===== src/rtl/mem_stage.sv =====
// Memory access stage: one outstanding load/store on the data bus.
// Holds the pipeline while busy; aborts with a bus error on timeout.
module mem_stage #(
  parameter int unsigned TIMEOUT = 255
) (
  input  logic        clk,
  input  logic        rst,
  input  logic [31:0] ex_mem_alu_res_i,
  input  logic [31:0] ex_mem_store_data_i,
  input  logic        ex_mem_mem_rd_i,
  input  logic        ex_mem_mem_wr_i,
  input  logic [1:0]  ex_mem_size_i,
  input  logic        ex_mem_unsigned_i,
  input  logic [4:0]  ex_mem_rd_addr_i,
  input  logic        ex_mem_wb_reg_en_i,
  input  logic        ex_mem_wb_sel_i,
  output logic        dmem_req_o,
  output logic        dmem_we_o,
  output logic [31:0] dmem_addr_o,
  output logic [3:0]  dmem_be_o,
  output logic [31:0] dmem_wdata_o,
  input  logic        dmem_ack_i,
  input  logic [31:0] dmem_rdata_i,
  output logic [31:0] mem_mem_data_o,
  output logic [31:0] mem_alu_res_o,
  output logic [4:0]  mem_rd_addr_o,
  output logic        mem_wb_reg_en_o,
  output logic        mem_wb_wb_sel_o,
  output logic        mem_stall_o,
  output logic        mem_misalign_o,
  output logic        mem_bus_err_o
);

  typedef enum logic [1:0] {
    IDLE,
    BUSY,
    DONE
  } state_t;

  localparam logic [7:0] LAST = 8'(TIMEOUT - 1);

  state_t      state_q;
  logic [7:0]  cnt_q;
  logic [31:0] addr_q;
  logic [31:0] wdata_q;
  logic [31:0] data_q;
  logic [3:0]  be_q;
  logic        we_q;
  logic [1:0]  size_q;
  logic        uns_q;
  logic [4:0]  rd_q;
  logic        wb_en_q;
  logic        wb_sel_q;
  logic        err_q;

  logic        access;
  logic        is_store;
  logic        sz_b;
  logic        sz_h;
  logic        misalign;
  logic [3:0]  be_c;
  logic [31:0] wdata_c;
  logic [15:0] lane;
  logic [7:0]  lane_b;
  logic [31:0] ld_c;
  logic        idle;
  logic        busy;
  logic        done;

  assign access   = ex_mem_mem_rd_i | ex_mem_mem_wr_i;
  assign is_store = ex_mem_mem_wr_i & ~ex_mem_mem_rd_i;
  assign sz_b     = ex_mem_size_i == 2'b00;
  assign sz_h     = ex_mem_size_i == 2'b01;
  assign misalign = (sz_h & ex_mem_alu_res_i[0])
                  | (ex_mem_size_i[1] & |ex_mem_alu_res_i[1:0]);

  assign idle = state_q == IDLE;
  assign busy = state_q == BUSY;
  assign done = state_q == DONE;

  always_comb begin
    be_c    = 4'b1111;
    wdata_c = ex_mem_store_data_i;
    unique case (1'b1)
      sz_b: begin
        be_c    = 4'b0001 << ex_mem_alu_res_i[1:0];
        wdata_c = {4{ex_mem_store_data_i[7:0]}};
      end
      sz_h: begin
        be_c    = ex_mem_alu_res_i[1] ? 4'b1100 : 4'b0011;
        wdata_c = {2{ex_mem_store_data_i[15:0]}};
      end
      default: ;
    endcase
  end

  // Load lane extraction works off the registered address/size.
  assign lane   = addr_q[1] ? dmem_rdata_i[31:16] : dmem_rdata_i[15:0];
  assign lane_b = addr_q[0] ? lane[15:8] : lane[7:0];

  always_comb begin
    ld_c = dmem_rdata_i;
    unique case (1'b1)
      (size_q == 2'b00): ld_c = {{24{~uns_q & lane_b[7]}}, lane_b};
      (size_q == 2'b01): ld_c = {{16{~uns_q & lane[15]}}, lane};
      default: ;
    endcase
  end

  always_ff @(posedge clk or posedge rst) begin
    if (rst) begin
      state_q  <= IDLE;
      cnt_q    <= '0;
      addr_q   <= '0;
      wdata_q  <= '0;
      data_q   <= '0;
      be_q     <= '0;
      we_q     <= 1'b0;
      size_q   <= '0;
      uns_q    <= 1'b0;
      rd_q     <= '0;
      wb_en_q  <= 1'b0;
      wb_sel_q <= 1'b0;
      err_q    <= 1'b0;
    end else begin
      unique case (state_q)
        IDLE: begin
          if (access && !misalign) begin
            state_q  <= BUSY;
            cnt_q    <= '0;
            addr_q   <= ex_mem_alu_res_i;
            wdata_q  <= wdata_c;
            data_q   <= '0;
            be_q     <= be_c;
            we_q     <= is_store;
            size_q   <= ex_mem_size_i;
            uns_q    <= ex_mem_unsigned_i;
            rd_q     <= ex_mem_rd_addr_i;
            wb_en_q  <= ex_mem_wb_reg_en_i;
            wb_sel_q <= ex_mem_wb_sel_i;
            err_q    <= 1'b0;
          end
        end
        BUSY: begin
          if (dmem_ack_i) begin
            state_q <= DONE;
            cnt_q   <= '0;
            data_q  <= we_q ? 32'h0 : ld_c;
          end else if (cnt_q == LAST) begin
            state_q <= DONE;
            cnt_q   <= '0;
            data_q  <= '0;
            err_q   <= 1'b1;
          end else begin
            cnt_q <= cnt_q + 8'd1;
          end
        end
        DONE: begin
          state_q <= IDLE;
          err_q   <= 1'b0;
        end
        default: state_q <= IDLE;
      endcase
    end
  end

  assign dmem_req_o   = busy;
  assign dmem_we_o    = busy & we_q;
  assign dmem_addr_o  = busy ? {addr_q[31:2], 2'b00} : 32'h0;
  assign dmem_be_o    = busy ? be_q : 4'h0;
  assign dmem_wdata_o = busy ? wdata_q : 32'h0;

  // Reset masks the combinational IDLE decode so nothing leaks out.
  always_comb begin
    mem_alu_res_o   = ex_mem_alu_res_i;
    mem_rd_addr_o   = ex_mem_rd_addr_i;
    mem_wb_wb_sel_o = ex_mem_wb_sel_i;
    mem_wb_reg_en_o = ex_mem_wb_reg_en_i & ~(access & misalign);
    mem_mem_data_o  = 32'h0;
    mem_stall_o     = ~rst & access & ~misalign;
    mem_misalign_o  = ~rst & access & misalign;
    mem_bus_err_o   = 1'b0;
    if (!idle) begin
      mem_alu_res_o   = addr_q;
      mem_rd_addr_o   = rd_q;
      mem_wb_wb_sel_o = wb_sel_q;
      mem_wb_reg_en_o = done & wb_en_q & ~err_q;
      mem_mem_data_o  = done ? data_q : 32'h0;
      mem_stall_o     = busy;
      mem_misalign_o  = 1'b0;
      mem_bus_err_o   = done & err_q;
    end
  end

endmodule


===== config.mk =====
export PLATFORM = sky130hd
export DESIGN_NAME = mem_stage
export DESIGN_NICKNAME = d
export VERILOG_FILES = /design/src/rtl/mem_stage.sv
export SDC_FILE = /design/constraint.sdc
export NUM_CORES = 1
export LEC_CHECK = 0
export CAP_MARGIN = 10
export CORE_ASPECT_RATIO = 0.9
export CORE_MARGIN = 2
export CORE_UTILIZATION = 49
export DETAILED_ROUTE_END_ITERATION = 10
export PLACE_DENSITY = 0.85
export SYNTH_ARGS = -nofsm -noshare
export SYNTH_HDL_FRONTEND = slang
export SYNTH_SLANG_ARGS = --single-unit

===== constraint.sdc =====
create_clock -name clk -period 10.75 [get_ports clk]
set_clock_uncertainty 0.1 [all_clocks]
set_input_delay 1.6125 -clock clk [delete_from_list [all_inputs] [get_ports clk]]
set_output_delay 1.6125 -clock clk [all_outputs]
set_load 0.05 [all_outputs]

* Word-level counts from Yosys, hierarchy flattened *
Cells that the tools add are included.

storage, ports and cells
  bits in registers = 122
  logic and storage cells = 94

cells by class
  add/sub/neg operators = 1
  equality and inequality tests = 9
  shift operators = 1
  mux-type cells = 35
  bitwise logic cells = 22
  reductions and logical operators = 13

operators with widths
  operator               number
  $mux W32               9
  $pmux W32 S2           3
  $mux W8                4
  $mux W16               1
  $pmux W8 S2            1
  $and A1 B1 Y1          14
  $add A8 B1 Y8 const B  1
  $eq A8 B8 Y1 const B   1
  $mux W1                8
  $mux W4                2
  $pmux W4 S2            1
  $eq A2 B1 Y1 const B   3
  $logic_not A2 Y1       3
  $mux W2                3
  $not A1 Y1             6
  $reduce_and A2 Y1      3
  $mux W5                1
  $ne A2 B1 Y1 const B   2
  $pmux W2 S2            1
  $reduce_and A4 Y1      1
  $shl A1 B2 Y4 const A  1
  $ne A3 B2 Y1 const B   1
  $pmux W1 S3            1
  $reduce_and A3 Y1      1
  other kinds (8)        9

* Longest topological paths before layout *
  depth after elaboration = 7
  mapped depth = 8

* Worst setup path before layout *
No wires, ideal clock.

  path type = input -> output
  from = input ex_mem_size_i[0]
  to = output mem_misalign_o
  arrival time = 3639 ps
  required time = 9037 ps
  path slack = 5398 ps
  stages = 5
  path buffers = 1
  path through = nor2_1 clkbuf_1 nor2_1 o21ai_0 nor4_1

between the ends
  word-level cells in the longest chain between the ends = 5

RTL lines
  element          line  text
  start, declared  12    input logic [1:0] ex_mem_size_i,
  $eq A2 B1 Y1     73    assign sz_h = ex_mem_size_i == 2'b01;
  $and A1 B1 Y1    74    assign misalign = (sz_h & ex_mem_alu_res_i[0])
  $or A1 B1 Y1     75    | (ex_mem_size_i[1] & |ex_mem_alu_res_i[1:0]);
  $and A1 B1 Y1    181   mem_misalign_o = ~rst & access & misalign;
  $mux W1          183   if (!idle) begin
  end, declared    30    output logic mem_misalign_o,

No other way between the ends.

* Worst setup path after layout *
  from = input ex_mem_size_i[0]
  to = output mem_stall_o

between the ends
  word-level cells in the longest chain between the ends = 6

RTL lines
  element        line  text
  $eq A2 B1 Y1   73
  $and A1 B1 Y1  74
  $or A1 B1 Y1   75
  $not A1 Y1     180   mem_stall_o = ~rst & access & ~misalign;
  $and A1 B1 Y1  180
  $mux W1        183
  end, declared  29    output logic mem_stall_o,

No other way between the ends.

==> reports/metrics.cfg <==
[clock_network]
cts_resized = 0
cts_setup_buffers = 0
clk_pin_slew_ns = 0.05
cts_tree = built
clock-sinks = 122
numCtsBuffers = 17
clk_latency_ns = 0.42
htree_num_levels = 4
cts_root_buffer = clkbuf_16
cts_max_path_buffers = 2
holdBufCountCts = 0

[final_layout]
area_growth_pct = 43.92
fin_cells = 1057
drive_above_1_share_pct = 16.27
antenna_cells = 0
fin_nets = 987
final_cell_area_um2 = 9910

[routing]
wl_per_cell_um = 21.16
ant_nets = 0
drc = 0
viasPerCell = 6.001
vias = 6343
wirelength_mm = 22.36
dr.pass1.iters = 7
drtIter0Drc = 548

[synth]
synth_cells = 659
ys_async_sr_fraction_pct = 100.0
ys_seq_area_share_pct = 44.34
synth_edf_count = 0
synth_top_flop_cell = dfrtp_1
synth.largest_area_cell = dfrtp_1
synth_top_area_share_pct = 44.34
synth.avg_cell_area_um2 = 10.45
yosys_warnings = 0
synth_seq_cells = 122
syn_area_um2 = 6885
ys_top_cells_by_area = dfrtp_1 (44%), mux2_2 (14%), and3_1 (9.7%)
synth.distinct_cells = 60

[timing]
layout_min_cycle_time_ns = 6.190
drv_slew = 0
rsz0062_at_grt = no
period_share_pct = 57.58
hold_viol = 0
tns_ns = 0
setup_viol = 0
slew_headroom_pct = 17.00
tightest_slew_ns = 1.242
whs_ns = 0.3753
fmax_ghz = 0.1616

[min_path]
min_path_type = reg2reg

[pwr]
pwr_density_cell_nw_per_um2 = 270.8
swShare_pct = 44.92
seqPwrFrac_pct = 29.7
clock_power_share_pct = 19.0
peakVddDrop_mv = 0.2594
leakagePower_uw = 0.004466
p_comb_share_pct = 51.4
p_int_uw = 1478
switching_power_uw = 1206

[floorplan]
coreArea_um2 = 13850
start_util_pct = 49.71
num_io_pins = 255
die_x_um = 129.0
rows = 41
die_h_um = 116.5
dieArea_um2 = 15020

[placement]
gp_congestion = 0.9213
place_inst = 1027
io_buffers = 252
post-dp-hpwl_mm = 15.20
place_area_um2 = 9388

[global_route]
grt_pass1_vias = 6336
grt_pass1_wl_mm = 33.79
overflow = 0
grt_usage_pct = 29.33
antenna_found_initial = 0
grt_max_degree = 109

[setup_path]
cp-end-kind = primary output
arrival_ns = 4.48
ff2ff_setup_slack_ns = 6.85
required_ns = 9.04
startpoint_type = input port
worstSetupPathType = in2out
worstPathMaxFanout = 13

[run_status]
status = completed

[run]
drv_cap = 0

-- cells by family (layout without fill, tap and decap cells) --
group	count (synthesis)	in the layout	share of synthesized area, %
compound gates	125	125	13.23
xor+xnor	1	1	0.1272
fa+ha+maj	2	2	0.3634
buf+inv	73	298	5.034
flops	122	122	44.34
mux	124	124	19.79
other cells	1	2	0.05446
simple gates	211	211	17.06
-- cell type report --
| cell class | count | area (um2) |
|---|---|---|
| Clock buffer | 22 | 474.2 |
| Multi-Input combinational cell | 465 | 3511 |
| Sequential cell | 122 | 3054 |
| Inverter | 10 | 40.04 |
| Timing Repair Buffer | 258 | 2567 |
| Tap cell | 172 | 215.2 |
| Clock inverter | 8 | 47.55 |
| Fill cell | 961 | 3941 |
-- registers in the layout, summed over array words and instances (netlist names), 2 cells and up --
signal	count
rd_q	5
data_q	32
cnt_q	8
addr_q	32
wdata_q	32
be_q	4
state_q	2
size_q	2
-- per-stage QoR --
step                      utilization (%)  power (uW)  setup slack, ns
after floorplan                         -        1729            5.398
after global placement              67.78        2125            4.587
after detailed placement            67.78        2161            4.574
after CTS                           71.54        2684            4.570
after global routing                71.54        2800            4.400
final                               71.54        2684            4.560
-- layout by cell type (no fill, tap or decap), drive strengths merged, types with 3 or more instances in the layout --
cell type,n
clkdlybuf4s50,252
dfrtp,122
and3,107
mux2,87
nand2,42
o21ai,37
mux2i,36
a21oi,25
nor2,24
a221o,23
clkbuf,22
nor2b,10
inv,9
o22ai,8
a22o,8
nand2b,6
buf,6
clkinv,6
a31oi,4
or3,3
nand3,3
nor3,3
a32o,3
clkinvlp,3
-- routing by layer --
layer  track usage (%)  vias to the layer above  part of all wire [%]
met5                 0                        -                     0
met4             10.58                        0                   2.2
met3             10.99                       37                   9.6
met2             48.47                      297                    48
met1             35.46                     3162                    40
li1                  -                     2847                     -
-- path summary, 6_finish.rpt --
check / start / end / cells after the start
setup / recovery: ex_mem_size_i[0] / mem_stall_o / 5
hold / removal: wdata_q[10] / wdata_q[10] / 2
setup reg to reg: state_q[0] / data_q[29] / 4
hold reg to reg: wdata_q[10] / wdata_q[10] / 2
max in group asynchronous: rst / addr_q[17] / 3
min in group asynchronous: rst / addr_q[5] / 2
-- synthesized netlist by cell type (2+ instances only) --
cell type / count
nor2_1: 23
and2_1: 2
a221o_1: 22
buf_2: 13
o22ai_1: 8
buf_6: 2
nand2_1: 42
nor3_1: 3
nand3_1: 3
nor2b_1: 10
or2b_1: 2
buf_8: 3
a32o_1: 3
dfrtp_1: 122
o2bb2ai_1: 2
buf_4: 2
and3_1: 107
mux2i_1: 36
mux2_2: 87
a22o_2: 7
a31oi_1: 4
buf_1: 2
nand2b_1: 6
a21oi_1: 24
clkbuf_1: 41
ha_1: 2
inv_1: 10
or3_1: 3
o21ai_0: 37
-- power by group through the flow --
stage,clock network (uW),logic [uW],registers (uW)
final,509,1380,796
after global placement,0,1350,779
after floorplan,0,1020,705
after global routing,537,1440,820
after detailed placement,0,1370,794
after CTS,515,1380,791
-- worst max-delay path, stage by stage --
cell	delay [ns]
clkdlybuf4s50_1	0.74
nor2_2	0.83
o221ai_4	0.22
o21ai_0	0.22
clkdlybuf4s50_1	0.84
Power figures use the tool's default switching activity.
